==> src/rtl/simon_game_progressive_pkg.sv <==
// simon_pkg: shared types and helpers for the Simon game core.
//   state_e      - game FSM states
//   DEF_*        - default widths derived from the default N_CH / MAX_LEN
//   ch_width()   - channel index width for a given channel count
//   lvl_width()  - level width for a given maximum sequence length
//   lowest_set() - index of the lowest set bit of a 16-bit vector
package simon_pkg;

    typedef enum logic [2:0] {
        IDLE,
        EXTEND,
        SHOW_ON,
        SHOW_OFF,
        WAIT_IN,
        WIN,
        LOSE
    } state_e;

    localparam int MAX_CH      = 16;
    localparam int DEF_N_CH    = 8;
    localparam int DEF_MAX_LEN = 16;
    localparam int DEF_CH_W    = $clog2(DEF_N_CH);
    localparam int DEF_LVL_W   = $clog2(DEF_MAX_LEN + 1);

    function automatic int ch_width(input int n_ch);
        return (n_ch > 2) ? $clog2(n_ch) : 1;
    endfunction

    function automatic int lvl_width(input int max_len);
        return $clog2(max_len + 1);
    endfunction

    // Scanning from the top down leaves the lowest set bit as the winner.
    function automatic logic [3:0] lowest_set(input logic [MAX_CH-1:0] v);
        logic [3:0] r;
        r = '0;
        for (int unsigned i = MAX_CH; i > 0; i--) begin
            if (v[i-1]) r = 4'(i - 1);
        end
        return r;
    endfunction

endpackage

==> src/rtl/simon_game_progressive_if.sv <==
// simon_game_progressive_if: player-facing signals of the Simon core.
//   start - begin a new game (level-sampled)
//   sw    - asynchronous toggle switches, one per channel
//   led   - one-hot replay display
//   level - current sequence length
//   busy  - game in progress
//   win   - sequence completed at maximum length
//   lose  - wrong press or timeout
// master: the player side; slave: the game core.
interface simon_game_progressive_if #(
    parameter int N_CH    = 8,
    parameter int MAX_LEN = 16
);
    localparam int LVL_W = $clog2(MAX_LEN + 1);

    logic             start;
    logic [N_CH-1:0]  sw;
    logic [N_CH-1:0]  led;
    logic [LVL_W-1:0] level;
    logic             busy;
    logic             win;
    logic             lose;

    modport master (output start, sw, input led, level, busy, win, lose);
    modport slave  (input start, sw, output led, level, busy, win, lose);
endinterface

==> src/rtl/simon_game_progressive_lfsr.sv <==
// simon_lfsr: 16-bit Galois LFSR (taps 16,14,13,11), stepping every cycle.
//   clk   - system clock
//   rst   - synchronous active-high reset, loads SEED
//   rnd_o - low OUT_W bits of the LFSR state
module simon_lfsr #(
    parameter logic [15:0] SEED  = 16'hACE1,
    parameter int          OUT_W = 3
) (
    input  logic             clk,
    input  logic             rst,
    output logic [OUT_W-1:0] rnd_o
);
    // A zero seed would lock the register; substitute 1 so it never sticks.
    localparam logic [15:0] SEED_NZ = (SEED == 16'h0000) ? 16'h0001 : SEED;

    logic [15:0] lfsr_q;
    logic [15:0] lfsr_d;

    always_comb begin
        lfsr_d = {1'b0, lfsr_q[15:1]} ^ (lfsr_q[0] ? 16'hB400 : 16'h0000);
    end

    always_ff @(posedge clk) begin
        if (rst) lfsr_q <= SEED_NZ;
        else     lfsr_q <= lfsr_d;
    end

    assign rnd_o = lfsr_q[OUT_W-1:0];
endmodule

==> src/rtl/simon_game_progressive.sv <==
// simon_game_progressive: progressive-length Simon memory game core.
//   clk - system clock
//   rst - synchronous active-high reset
//   bus - slave side of simon_game_progressive_if (start, sw in; led, level,
//         busy, win, lose out)
// Each round appends one LFSR-derived channel, replays the sequence on led
// (one tick on, one tick off per entry), then checks switch toggles against
// it with a per-input timeout counted in ticks.
module simon_game_progressive
    import simon_pkg::*;
#(
    parameter int          N_CH          = 8,
    parameter int          MAX_LEN       = 16,
    parameter int          TICK_DIV      = 25_000_000,
    parameter int          TIMEOUT_TICKS = 5,
    parameter logic [15:0] SEED          = 16'hACE1
) (
    input logic                     clk,
    input logic                     rst,
    simon_game_progressive_if.slave bus
);
    localparam int CH_W   = ch_width(N_CH);
    localparam int LVL_W  = lvl_width(MAX_LEN);
    localparam int IDX_W  = (MAX_LEN > 1) ? $clog2(MAX_LEN) : 1;
    localparam int TDIV_W = $clog2(TICK_DIV);
    localparam int TO_W   = (TIMEOUT_TICKS > 1) ? $clog2(TIMEOUT_TICKS + 1) : 1;

    logic [N_CH-1:0]   sw_meta_q, sw_sync_q;
    logic [N_CH-1:0]   sw_prev_q, sw_prev_d;
    logic [N_CH-1:0]   press_ev;
    logic [CH_W-1:0]   press_ch;

    logic [TDIV_W-1:0] tick_cnt_q;
    logic              tick, tick_clr;

    logic [CH_W-1:0]   rnd;
    logic [CH_W-1:0]   seq_q [MAX_LEN];
    logic [CH_W-1:0]   seq_cur;
    logic              seq_we;

    state_e            state_q, state_d;
    logic [LVL_W-1:0]  len_q, len_d;
    logic [LVL_W-1:0]  idx_q, idx_d;
    logic [TO_W-1:0]   to_cnt_q, to_cnt_d;
    logic              last;
    logic [N_CH-1:0]   led;

    simon_lfsr #(
        .SEED  (SEED),
        .OUT_W (CH_W)
    ) u_lfsr (
        .clk   (clk),
        .rst   (rst),
        .rnd_o (rnd)
    );

    // Two-flop synchroniser; left unreset so sw_prev can load a settled value.
    always_ff @(posedge clk) begin
        sw_meta_q <= bus.sw;
        sw_sync_q <= sw_meta_q;
    end

    assign tick = (tick_cnt_q == TDIV_W'(TICK_DIV - 1));

    always_ff @(posedge clk) begin
        if (rst || tick_clr || tick) tick_cnt_q <= '0;
        else                         tick_cnt_q <= tick_cnt_q + 1'b1;
    end

    always_ff @(posedge clk) begin
        if (seq_we) seq_q[len_q[IDX_W-1:0]] <= rnd;
    end

    assign seq_cur  = seq_q[idx_q[IDX_W-1:0]];
    assign last     = (idx_q == LVL_W'(len_q - 1'b1));
    assign press_ev = sw_sync_q ^ sw_prev_q;
    assign press_ch = CH_W'(lowest_set(16'(press_ev)));

    always_ff @(posedge clk) begin
        if (rst) begin
            state_q   <= IDLE;
            len_q     <= '0;
            idx_q     <= '0;
            to_cnt_q  <= '0;
            sw_prev_q <= sw_sync_q;
        end else begin
            state_q   <= state_d;
            len_q     <= len_d;
            idx_q     <= idx_d;
            to_cnt_q  <= to_cnt_d;
            sw_prev_q <= sw_prev_d;
        end
    end

    always_comb begin
        state_d   = state_q;
        len_d     = len_q;
        idx_d     = idx_q;
        to_cnt_d  = to_cnt_q;
        // Outside WAIT_IN the edge detector tracks the switches, so toggles
        // made during replay or idle never surface later as presses.
        sw_prev_d = sw_sync_q;
        tick_clr  = 1'b0;
        seq_we    = 1'b0;

        case (state_q)
            IDLE, WIN, LOSE: begin
                if (bus.start) begin
                    len_d   = '0;
                    state_d = EXTEND;
                end
            end
            EXTEND: begin
                seq_we   = 1'b1;
                len_d    = len_q + 1'b1;
                idx_d    = '0;
                tick_clr = 1'b1;
                state_d  = SHOW_ON;
            end
            SHOW_ON: begin
                if (tick) state_d = SHOW_OFF;
            end
            SHOW_OFF: begin
                if (tick) begin
                    if (last) begin
                        idx_d    = '0;
                        to_cnt_d = '0;
                        state_d  = WAIT_IN;
                    end else begin
                        idx_d   = idx_q + 1'b1;
                        state_d = SHOW_ON;
                    end
                end
            end
            WAIT_IN: begin
                sw_prev_d = sw_prev_q;
                // A press takes priority over a timeout tick in the same cycle.
                if (|press_ev) begin
                    sw_prev_d = sw_sync_q;
                    if (press_ch != seq_cur) begin
                        state_d = LOSE;
                    end else if (!last) begin
                        idx_d    = idx_q + 1'b1;
                        to_cnt_d = '0;
                    end else if (int'(len_q) == MAX_LEN) begin
                        state_d = WIN;
                    end else begin
                        state_d = EXTEND;
                    end
                end else if (tick) begin
                    if (int'(to_cnt_q) + 1 >= TIMEOUT_TICKS) state_d = LOSE;
                    else                                     to_cnt_d = to_cnt_q + 1'b1;
                end
            end
            default: state_d = IDLE;
        endcase
    end

    always_comb begin
        led = '0;
        if (state_q == SHOW_ON) led = N_CH'(1) << seq_cur;
    end

    assign bus.led   = led;
    assign bus.level = len_q;
    assign bus.busy  = !(state_q == IDLE || state_q == WIN || state_q == LOSE);
    assign bus.win   = (state_q == WIN);
    assign bus.lose  = (state_q == LOSE);
endmodule

==> src/flat_wrapper.sv <==
// flat-port wrapper written by rule: the top's interface ports become plain ports
module simon_game_progressive_flat import simon_pkg::*;
#(
    parameter int          N_CH          = 8,
    parameter int          MAX_LEN       = 16,
    parameter int          TICK_DIV      = 25_000_000,
    parameter int          TIMEOUT_TICKS = 5,
    parameter logic [15:0] SEED          = 16'hACE1
)
  (clk, rst, bus_start, bus_sw, bus_led, bus_level, bus_busy, bus_win, bus_lose);
  simon_game_progressive_if #(.N_CH(N_CH), .MAX_LEN(MAX_LEN)) bus_i ();
  input logic clk;
  input logic rst;
  input wire logic [$bits(bus_i.start)-1:0] bus_start;
  input wire logic [$bits(bus_i.sw)-1:0] bus_sw;
  output wire logic [$bits(bus_i.led)-1:0] bus_led;
  output wire logic [$bits(bus_i.level)-1:0] bus_level;
  output wire logic [$bits(bus_i.busy)-1:0] bus_busy;
  output wire logic [$bits(bus_i.win)-1:0] bus_win;
  output wire logic [$bits(bus_i.lose)-1:0] bus_lose;
  assign bus_i.start = bus_start;
  assign bus_i.sw = bus_sw;
  assign bus_led = bus_i.led;
  assign bus_level = bus_i.level;
  assign bus_busy = bus_i.busy;
  assign bus_win = bus_i.win;
  assign bus_lose = bus_i.lose;
  simon_game_progressive #(.N_CH(N_CH), .MAX_LEN(MAX_LEN), .TICK_DIV(TICK_DIV), .TIMEOUT_TICKS(TIMEOUT_TICKS), .SEED(SEED)) u_core (.clk(clk), .rst(rst), .bus(bus_i));
endmodule
==> config.mk <==
export PLATFORM = sky130hd
export DESIGN_NAME = simon_game_progressive_flat
export DESIGN_NICKNAME = d
export VERILOG_FILES = /design/src/rtl/simon_game_progressive_pkg.sv /design/src/rtl/simon_game_progressive_if.sv /design/src/rtl/simon_game_progressive_lfsr.sv /design/src/rtl/simon_game_progressive.sv /design/src/flat_wrapper.sv
export SDC_FILE = /design/constraint.sdc
export NUM_CORES = 1
export LEC_CHECK = 0
export CELL_PAD_IN_SITES_DETAIL_PLACEMENT = 1
export CELL_PAD_IN_SITES_GLOBAL_PLACEMENT = 1
export CORE_ASPECT_RATIO = 2
export CORE_MARGIN = 2
export CORE_UTILIZATION = 52
export DETAILED_ROUTE_END_ITERATION = 10
export PLACE_DENSITY = 0.92
export SLEW_MARGIN = 20
export SYNTH_ARGS = -nofsm -noshare
export SYNTH_HDL_FRONTEND = slang
export SYNTH_HIERARCHICAL = 1
export SYNTH_SLANG_ARGS = --single-unit
==> constraint.sdc <==
create_clock -name clk -period 6.3 [get_ports clk]
set_input_delay 1.26 -clock clk [delete_from_list [all_inputs] [get_ports clk]]
set_output_delay 1.26 -clock clk [all_outputs]
set_load 0.03 [all_outputs]
# Yosys cells after proc, flatten, opt, wreduce, memory -nomap -nowiden

Memories as Yosys holds them, arrays and structs flattened. A register that Yosys moved wholly into a read port is not among the register bits.
Index checks and enable logic that the tools add are counted.

Memories: 1
Bits in registers: 81
Output and inout port bits: 16
Logic and storage cells: 104
Bits in writable memories: 48
Input bits: 11

Memories:

| memory       | words | bits a word | rd ports | clocked after Yosys merged registers in | wr ports | RTL line                     | text |
|---|---|---|---|---|---|---|---|
| u_core.seq_q | 16    | 3           | 1        | 1                                       | 1        | simon_game_progressive.sv:37 | `logic [CH_W-1:0] seq_q [MAX_LEN];` |

Shift operators: 1
Mux-type cells: 45
$add $sub $neg: 6
Reduce and logical (&&, ||, !) cells: 15
Eq/ne operators: 24
Bitwise operators: 2
$lt $le $gt $ge: 1

Operators with widths:

| cell                    | count |
|---|---|
| $mux W3                 | 25 |
| $ge A32 B4 Y1 const B   | 1 |
| $mux W8                 | 4 |
| $mux W5                 | 6 |
| $add A25 B1 Y25 const B | 1 |
| $eq A25 B25 Y1 const B  | 1 |
| $mux W16                | 1 |
| $xor A15 B16 Y16        | 1 |
| $pmux W3 S5             | 1 |
| $pmux W5 S3             | 1 |
| $add A5 B1 Y5 const B   | 2 |
| $pmux W5 S2             | 1 |
| $eq A3 B3 Y1 const B    | 3 |
| $mux W4                 | 2 |
| $ne A2 B1 Y1 const B    | 4 |
| $reduce_or A8 Y1        | 1 |
| $shl A1 B3 Y8 const A   | 1 |
| $xor A8 B8 Y8           | 1 |
| $reduce_and A7 Y1       | 1 |
| $eq A3 B2 Y1 const B    | 2 |
| $ne A2 B2 Y1 const B    | 3 |
| $ne A3 B1 Y1 const B    | 2 |
| $ne A3 B2 Y1 const B    | 2 |
| $ne A3 B3 Y1 const B    | 2 |
| other kinds (19)        | 25 |

# Logic depth before layout (Yosys ltp)

Gate-level depths: netlist of the first run.

Depth after elaboration: 15
Depth in mapped cells: 10
Mapped depth without buffers: 10

# Modules after synthesis

Netlist of the first run, hierarchy kept.

Modules (own cells, without submodules):

| module                 | times used | cells an instance | area each (um^2) | seq. area each (um^2) |
|---|---|---|---|---|
| simon_game_progressive | 1          | 462               | 5192.5           | 2902.8 |
| simon_lfsr             | 1          | 39                | 485.5            | 320.3 |

# Worst setup path before layout of the first run

Ideal clock, no wire load.

Path kind: reg2out
Start: register with a tool-made name
End: output port bus_led[0]
Cell stages (with the launch flop): 8
Buffers on the path: 1
Path slack: 2888 ps
Data arrival time: 2152 ps
Required time: 5040 ps
Cell sequence: dfxtp_1 > buf_6 > mux4_1 > nor2b_1 > a211oi_1 > a21oi_1 > or2_2 > nor2_1

RTL lines:

| element   | RTL line           | text |
|---|---|---|
| to (decl) | flat_wrapper.sv:16 | `output wire logic [$bits(bus_i.led)-1:0] bus_led;` |

==> results of run 1 <==
==> power groups by stage <==
stage                     Clock [mW]  Combinational (mW)  Sequential (mW)
after floorplan                    0               0.303            0.983
after global routing           0.988               0.455             1.01
after CTS                      0.952               0.414            0.998
final                          0.939               0.423             1.00
after detailed placement           0               0.399             1.01
after global placement             0               0.374             1.01
==> critical path: stages (launching register included) <==
cell and delay [ps]:
dfxtp_1 680, mux4_2 580, mux2_2 280, mux2i_1 410, nand2_1 200, nor2_1 170
clkdlybuf4s50_1 690
==> worst paths after layout <==
kind	cells after the start	to	start	slack, ps
max	6	bus_led[3]	flip-flop	1590
min	0	u_core/sw_sync_q[1]	u_core/sw_meta_q[1]	330
max reg2reg	8	flip-flop	flip-flop	2220
min reg2reg	0	u_core/sw_sync_q[1]	u_core/sw_meta_q[1]	330
==> cells by family after synthesis <==
logic type,after synthesis,share of synthesized area
AOI/OAI and AO/OA,59,0.0762
xor gates and xnor gates,45,0.0694
adders and majority gates,10,0.0220
buffers and inverters,31,0.0267
DFF,133,0.568
muxes,18,0.0599
and+or+nand+nor,205,0.178
==> cells in the final DEF (no fill, tap or decap), types with 11 or more instances in the layout <==
master,n
nand2_1,35
nor3_1,14
edfxtp_1,56
dfxtp_1,77
clkbuf_16,17
xnor2_1,17
inv_1,11
xor2_1,28
nand3_1,24
a21oi_1,18
clkdlybuf4s50_1,26
nor2_1,67
==> per-layer routing <==
| layer | global-route usage | vias up |
|---|---|---|
| met5 | 0 | - |
| met4 | 0.133 | 0 |
| met3 | 0.0563 | 38 |
| met2 | 0.491 | 101 |
| met1 | 0.304 | 2023 |
| li1 | - | 1835 |
==> sequential cells by signal, summed over array words and instances (netlist names), named ones only <==
name	flops
u_core/u_lfsr/lfsr_q	16
u_core/tick_cnt_q	25
u_core/to_cnt_q	3
u_core/sw_meta_q	8
u_core/bus.level	5
u_core/sw_sync_q	8
u_core/sw_prev_q	8
u_core/idx_q	5
u_core/seq_q	48
u_core/state_q	3
==> final cells by class <==
| class | instances | area [um2] |
|---|---|---|
| Sequential cell | 133 | 3220 |
| Clock inverter | 14 | 126 |
| Clock buffer | 18 | 429 |
| Fill cell | 1105 | 4170 |
| Multi-Input combinational cell | 337 | 2310 |
| Inverter | 11 | 41.3 |
| Timing Repair Buffer | 27 | 268 |
| Tap cell | 140 | 175 |
==> metrics.yaml, run 1 <==
hold_path_class: "reg2reg"
gr-usage-all-layers: 0.273
grt_overflow: 0
ys_ff_latch: 133
syn_nets: 522
synth_largest_area_cell: "edfxtp_1"
highest_layer: "met4"
relSlewSlack: 0.441
finalCritPeriodShare: 0.747
drt_iter0_drc: 250
wl_met2_um: 7980
layout.nets: 548
cts_resized: 0
cellPowerDensity_nw_per_um2: 360
core_area_um2: 10700
status: "complete, no violations"
avgSynthCellArea_um2: 11.3
final_antenna_net_count: 0
cts_tree: "done"
cp-start-kind: "flip-flop"
cts.path.max_buffers: 2
stdcell_area_um2: 6570
ys.flop_type: "dfxtp_1"
initial_utilization: 0.529
ioPinCount: 27
drc: 0
setup_violations: 0
skew_ps: 7.78
seq_area_frac_synth: 0.568
route.met3.wl_um: 426
clockRootBuffer: "clkbuf_16"
drt_wl_total_um: 14800
power_mw: 2.36
rsz0062_at_grt: "false"
synth.top_cell.area_share: 0.296
end_kind: "output port"
drv_slew: 0
htreeDepth: 4
cp_data_required_time_ps: 5040
cts_setup_buffers: 0
clockPowerShare: 0.398
max_freq_ghz: 0.212
antenna_found_initial: 0
tightestPinTransition_ps: 837
drive_above_1_share: 0.0944
clkSinkCount: 133
drt-met1-wl_um: 5850
async_flop_share: 0
port_buffers: 26
synth_cell_types: 57
num_vias: 3997
pwr-share-comb: 0.179
synth_area_leaders: "edfxtp_1 30%, dfxtp_1 27%, nor2_1 4.4%"
hold_buffers: 0
synthCells: 501
placedInstanceArea_um2: 6010
cts_inserted_buffers: 17
syn_area_um2: 5680
dp_hpwl_um: 9310
synth_most_common_cell: "dfxtp_1"
leakage_nw: 2.35
drt_pre_antenna_iters: 5
cp.arrival_ps: 3450
ys_top_cells_by_count: "77 x dfxtp_1, 67 x nor2_1, 56 x edfxtp_1"
vias_per_cell: 5.88
maxCapViolCount: 0
utilization: 0.612
whs_ps: 326
ir_drop_mv: 0.221
place_congestion: 0.834
row_count: 54
finalCriticalPeriod_ps: 4710
yosys_warnings: 6
dp_slack_ps: 2030
grt_max_degree: 34
crit_type: "reg2out"
die_w_um: 77.9
clkTransAtPathRegs_ps: 60
dp.cells: 648
die_y_um: 152
grt_first_pass_wirelength_um: 23700
tns_ps: 0
stdcell_count: 680
internal_power_mw: 1.64
swShare: 0.307
area_growth_pct: 15.7
switchingPower_uw: 726
clock_latency_ps: 430
worst_slack_ps: 1590
die_area_um2: 11800
p_seq_frac: 0.423
diodes: 0
grt_pass1_vias: 4292
crit_fanout: 12
synth-edff-count: 56
final_hold_viol_count: 0
wl_per_cell_um: 21.7
No activity file was read; power rests on OpenSTA's default activity.
==> run 2, diff against run 1 <==
--- a/config.mk
+++ b/config.mk
@@ -9,9 +9,9 @@
 export CELL_PAD_IN_SITES_GLOBAL_PLACEMENT = 1
 export CORE_ASPECT_RATIO = 2
 export CORE_MARGIN = 2
-export CORE_UTILIZATION = 52
+export CORE_UTILIZATION = 48
 export DETAILED_ROUTE_END_ITERATION = 10
-export PLACE_DENSITY = 0.92
+export PLACE_DENSITY = 0.86
 export SLEW_MARGIN = 20
 export SYNTH_ARGS = -nofsm -noshare
 export SYNTH_HDL_FRONTEND = slang
==> constraint.sdc (replaced) <==
create_clock -name clk -period 4.7 [get_ports clk]
set_input_delay 0.94 -clock clk [delete_from_list [all_inputs] [get_ports clk]]
set_output_delay 0.94 -clock clk [all_outputs]
set_load 0.03 [all_outputs]
==> run 2 against run 1 <==
Net effect: flip-flop and latch count stayed put; utilization is 4.3 points lower; largest power group unchanged; wire length is 5.6% lower; global-route usage is 3.3 points lower; setup slack worse by 1400 ps; critical endpoint is now bus_led[0]; final area is 0.61% higher; power is 35% higher; sequential share of layout area is 0.30 points lower.
==> metrics.yaml, run 2 (synthesis gave the netlist of run 1 again) <==
wl_per_cell_um: 20.3  # -6.4%
status: "complete, no violations"
cp_data_required_time_ps: 3760  # -1280 ps
vias_per_cell: 5.64  # -4.0%
critical_path.max_stage_delay_ps: 710  # +20 ps
grt_first_pass_wirelength_um: 22200  # -6.3%
clock_latency_ps: 420  # about the same
hold_buffers: 0  # unchanged
finalCriticalPeriod_ps: 4490
row_count: 56  # +3.7%
antenna_found_initial: 0  # unchanged
critPathBufInv: 1  # unchanged
relSlewSlack: 0.312  # -0.129
end_kind: "output port"
cts_setup_buffers: 0  # unchanged
cp-start-kind: "flip-flop"
ir_drop_mv: 0.447  # +100%
cp_slowest_cell: "dfxtp_1"
hold_path_class: "reg2reg"
cts_inserted_buffers: 17  # unchanged
path_depth: 6  # unchanged
die_area_um2: 12800  # +8.0%
leakage_nw: 2.38  # +1.3%
drc: 0  # unchanged
utilization: 0.568  # -0.0433
rsz0062_at_grt: "false"
mostFrequentLayoutCell: "dfxtp_1"
largest_register_ffs: 48  # unchanged
drt_pre_antenna_iters: 4  # -1
crit_fanout: 12  # unchanged
n_fill_cell: 1240  # +12%
cts_resized: 0  # unchanged
cts_tree: "done"
layout_common_cells: "77 x dfxtp_1, 67 x nor2_1, 56 x edfxtp_1"
tightestPinTransition_ps: 1020  # +187 ps
layout.nets: 549  # +0.18%
cellPowerDensity_nw_per_um2: 482  # +34%
drive_above_1_share: 0.0998  # +0.00537
area_growth_pct: 16.4
setup_violations: 0  # unchanged
core_area_um2: 11600  # +8.3%
path_delay_family: "multiplexers"
gr-usage-all-layers: 0.239  # -0.0333
clkTransAtPathRegs_ps: 60  # about the same
maxCapViolCount: 0  # unchanged
initial_utilization: 0.488  # -0.0404
grt_overflow: 0  # unchanged
port_buffers: 26  # unchanged
max_freq_ghz: 0.223
final_antenna_net_count: 0  # unchanged
die_y_um: 158  # +4.0%
final_hold_viol_count: 0  # unchanged
skew_ps: 8.86  # +1.08 ps
place_congestion: 0.824  # -1.2%
dp_hpwl_um: 10100  # +8.9%
crit_type: "reg2out"
diodes: 0  # unchanged
die_w_um: 80.9  # +3.9%
drv_slew: 0  # unchanged
whs_path_depth: 0  # unchanged
clockRootBuffer: "clkbuf_16"
grt_pass1_vias: 4172  # -2.8%
htreeDepth: 4  # unchanged
drt_iter0_drc: 216  # -14%
reg2reg_depth: 8  # unchanged
ioPinCount: 27  # unchanged
crit_chain: "mux4_2 > mux2_2 > mux2i_1 > nand2_1 > nor2_1 > clkdlybuf4s50_1"
cp.arrival_ps: 3550  # +100 ps
finalCritPeriodShare: 0.956
tns_ps: 0  # unchanged
cts.path.max_buffers: 2  # unchanged
num_vias: 3871  # -3.2%
clkSinkCount: 133  # unchanged
grt_max_degree: 34  # unchanged
drt_wl_total_um: 13900  # -5.6%
-- run 2: area by class of cell --
| class | count | area, um2 | area share |
|---|---|---|---|
| clock inverters | 14 | 136 | 0.0206 |
| inverters | 11 | 41.3 | 0.00625 |
| clock buffers | 18 | 450 | 0.0681 |
| repair buffers | 28 | 275 | 0.0416 |
| well taps | 145 | 181 | 0.0274 |
| multi-input cells | 337 | 2300 | 0.348 |
| flip-flops and latches | 133 | 3220 | 0.488 |
-- run 2: final timing paths --
path	startpoint	to	slack, ps
max	flip-flop	bus_led[0]	210
min	u_core/sw_meta_q[4]	u_core/sw_sync_q[4]	320
max reg2reg	flip-flop	flip-flop	900
min reg2reg	u_core/sw_meta_q[4]	u_core/sw_sync_q[4]	320
-- run 2: where the power goes --
| group | switching (mW) | leakage [nW] | internal (mW) |
|---|---|---|---|
| Sequential | 0.0722 | 1.16 | 1.26 |
| Clock | 0.536 | 0.290 | 0.772 |
| Combinational | 0.347 | 0.933 | 0.202 |
-- run 2: routing by layer --
| metal | global-route usage | vias to the layer above | wire length, um |
|---|---|---|---|
| li1 | - | 1842 | - |
| met5 | 0 | - | 0 |
| met2 | 0.454 | 60 | 8350 |
| met1 | 0.224 | 1936 | 4620 |
| met4 | 0.147 | 0 | 695 |
| met3 | 0.0485 | 33 | 271 |
-- run 2: metrics by stage --
step	instance area [um2]	hold WS (ps)	instances	setup WS (ps)	power [mW]
floorplan	5680	310	501	1610	1.72
global placement	6020	310	654	822	1.87
detailed placement	6020	313	654	648	1.90
CTS	6610	324	686	168	3.22
global route	6610	324	686	59.3	3.32
finish	6610	324	686	209	3.19
==> run 3, diff against run 2 <==
==> constraint.sdc (replaced) <==
create_clock -name clk -period 4.7 [get_ports clk]
set_input_delay 1.41 -clock clk [delete_from_list [all_inputs] [get_ports clk]]
set_output_delay 1.41 -clock clk [all_outputs]
set_load 0.03 [all_outputs]
==> run 3 against run 2 <==
Net effect: utilization grew 0.39 points; combinational power grew 2%; first-iteration DRC count grew 29%; power increased by 1.0%; via count rose by 2.4%; critical path depth is the same; flip-flop and latch count unchanged; clock skew rose by 3.0 ps; largest cell class unchanged; largest power group unchanged.
==> metrics.yaml, run 3 (synthesis gave the netlist of run 1 again) <==
grt_first_pass_wirelength_um: 23200  # +4.4%
power_mw: 3.22  # +1.0%
die_area_um2: 12800  # unchanged
utilization: 0.572  # +0.00387
swShare: 0.295  # -0.00452
num_vias: 3964  # +2.4%
drt_pre_antenna_iters: 4  # unchanged
antenna_found_initial: 0  # unchanged
dp_hpwl_um: 10600  # +4.9%
stdcell_count: 687  # +0.15%
critPathBufInv: 1  # unchanged
diodes: 0  # unchanged
clockRootBuffer: "clkbuf_16"
whs_ps: 327  # +3.22 ps
cts.path.max_buffers: 2  # unchanged
die_w_um: 80.9  # unchanged
tns_ps: 0  # unchanged
drt_wl_total_um: 14800  # +6.3%
vias_per_cell: 5.77  # +2.3%
finalCriticalPeriod_ps: 4510  # +14.9 ps
critical_path.max_stage_delay_ps: 680  # -30 ps
finalCritPeriodShare: 0.959  # +0.00318
drive_above_1_share: 0.107  # +0.00720
tightestPinTransition_ps: 1130  # +102 ps
end_kind: "output port"
core_area_um2: 11600  # unchanged
relSlewSlack: 0.242  # -0.0695
hold_path_class: "reg2reg"
crit_type: "reg2out"
initial_utilization: 0.488  # unchanged
cts_setup_buffers: 0  # unchanged
area_growth_pct: 17.2
layout.nets: 550  # +0.18%
skew_ps: 11.9  # +3.02 ps
layout_common_cells: "76 x dfxtp_1, 67 x nor2_1, 56 x edfxtp_1"
die_y_um: 158  # unchanged
multiInputGateArea_um2: 2310  # +0.38%
stdcell_area_um2: 6660  # +0.68%
register_area_um2: 3220  # about the same
clockPowerShare: 0.411  # about the same
mostFrequentLayoutCell: "dfxtp_1"
cp_slowest_cell: "clkdlybuf4s50_1"
row_count: 56  # unchanged
crit_fanout: 5  # -7
cts_inserted_buffers: 17  # unchanged
cellPowerDensity_nw_per_um2: 484  # +0.33%
status: "complete, no violations"
drt_iter0_drc: 278  # +29%
grt_pass1_vias: 4280  # +2.6%
drv_slew: 0  # unchanged
cp.arrival_ps: 3100  # -450 ps
final_antenna_net_count: 0  # unchanged
clkSinkCount: 133  # unchanged
clock_latency_ps: 420  # about the same
drc: 0  # unchanged
ir_drop_mv: 0.287  # -36%
ioPinCount: 27  # unchanged
internal_power_mw: 2.27  # +1.7%
cp_data_required_time_ps: 3290  # -470 ps
clkTransAtPathRegs_ps: 60  # about the same
port_buffers: 26  # unchanged
path_delay_family: "multiplexers"
placedInstanceArea_um2: 6030  # +0.12%
place_congestion: 0.840  # +1.9%
n_fill_cell: 1240  # unchanged
switchingPower_uw: 950  # -0.51%
final_hold_viol_count: 0  # unchanged
pwr-share-comb: 0.173  # about the same
htreeDepth: 4  # unchanged
gr-usage-all-layers: 0.253  # +0.0138
r2r_slack_ps: 1200  # +300 ps
maxCapViolCount: 0  # unchanged
wl_per_cell_um: 21.6  # +6.1%
grt_max_degree: 25  # -26%
rsz0062_at_grt: "false"
leakage_nw: 2.46  # +3.3%
setup_violations: 0  # unchanged
worst_slack_ps: 194  # -14.9 ps
max_freq_ghz: 0.222  # -0.33%
largest_register_ffs: 48  # unchanged
crit_chain: "mux4_2 > mux2_2 > mux2i_2 > nand2_1 > nor2_1 > clkdlybuf4s50_1"
cp-start-kind: "flip-flop"
p_seq_frac: 0.415  # -0.003
dp.cells: 655  # +0.15%
cts_tree: "done"
grt_overflow: 0  # unchanged
dp_slack_ps: 441  # -207 ps
[run 3: changes by cell type in the layout (fill, tap and decap cells not counted), sizes merged]
cell,change
buf,+1
clkbuf,+1
clkdlybuf4s50,-3
clkinvlp,-1
dlymetal6s2s,+3
[run 3: final cells by class]
class / count / area share
Tap cell: 145 / 0.0273
Inverter: 11 / 0.00620
Multi-Input combinational cell: 337 / 0.347
Clock inverter: 13 / 0.0197
Timing Repair Buffer: 29 / 0.0436
Clock buffer: 19 / 0.0714
Sequential cell: 133 / 0.484
[run 3: power groups by stage]
stage	logic, mW	clock network, mW	registers [mW]
2_1_floorplan	0.406	0	1.32
3_3_place_gp	0.521	0	1.35
3_5_place_dp	0.541	0	1.36
4_1_cts	0.553	1.34	1.34
5_1_grt	0.612	1.40	1.35
6_report	0.559	1.33	1.34
[run 3: layer usage]
| layer | up-vias | share of wire | track usage |
|---|---|---|---|
| li1 | 1843 | - | - |
| met1 | 1968 | 0.33 | 0.233 |
| met2 | 101 | 0.57 | 0.470 |
| met3 | 52 | 0.024 | 0.0542 |
| met4 | 0 | 0.068 | 0.182 |
| met5 | - | 0 | 0 |
[run 3: path summary, 6_finish.rpt]
check,endpoint,from,depth (start not counted)
setup / recovery,bus_led[3],flip-flop,6
hold / removal,u_core/sw_sync_q[7],u_core/sw_meta_q[7],0
setup reg to reg,flip-flop,flip-flop,9
hold reg to reg,u_core/sw_sync_q[7],u_core/sw_meta_q[7],0
[run 3: what timing repair did]
| item | CTS | global route |
|---|---|---|
| resized for setup | 2 | 3 |
| setup endpoints to repair | 4 | 3 |
| hold buffers | 0 | 0 |
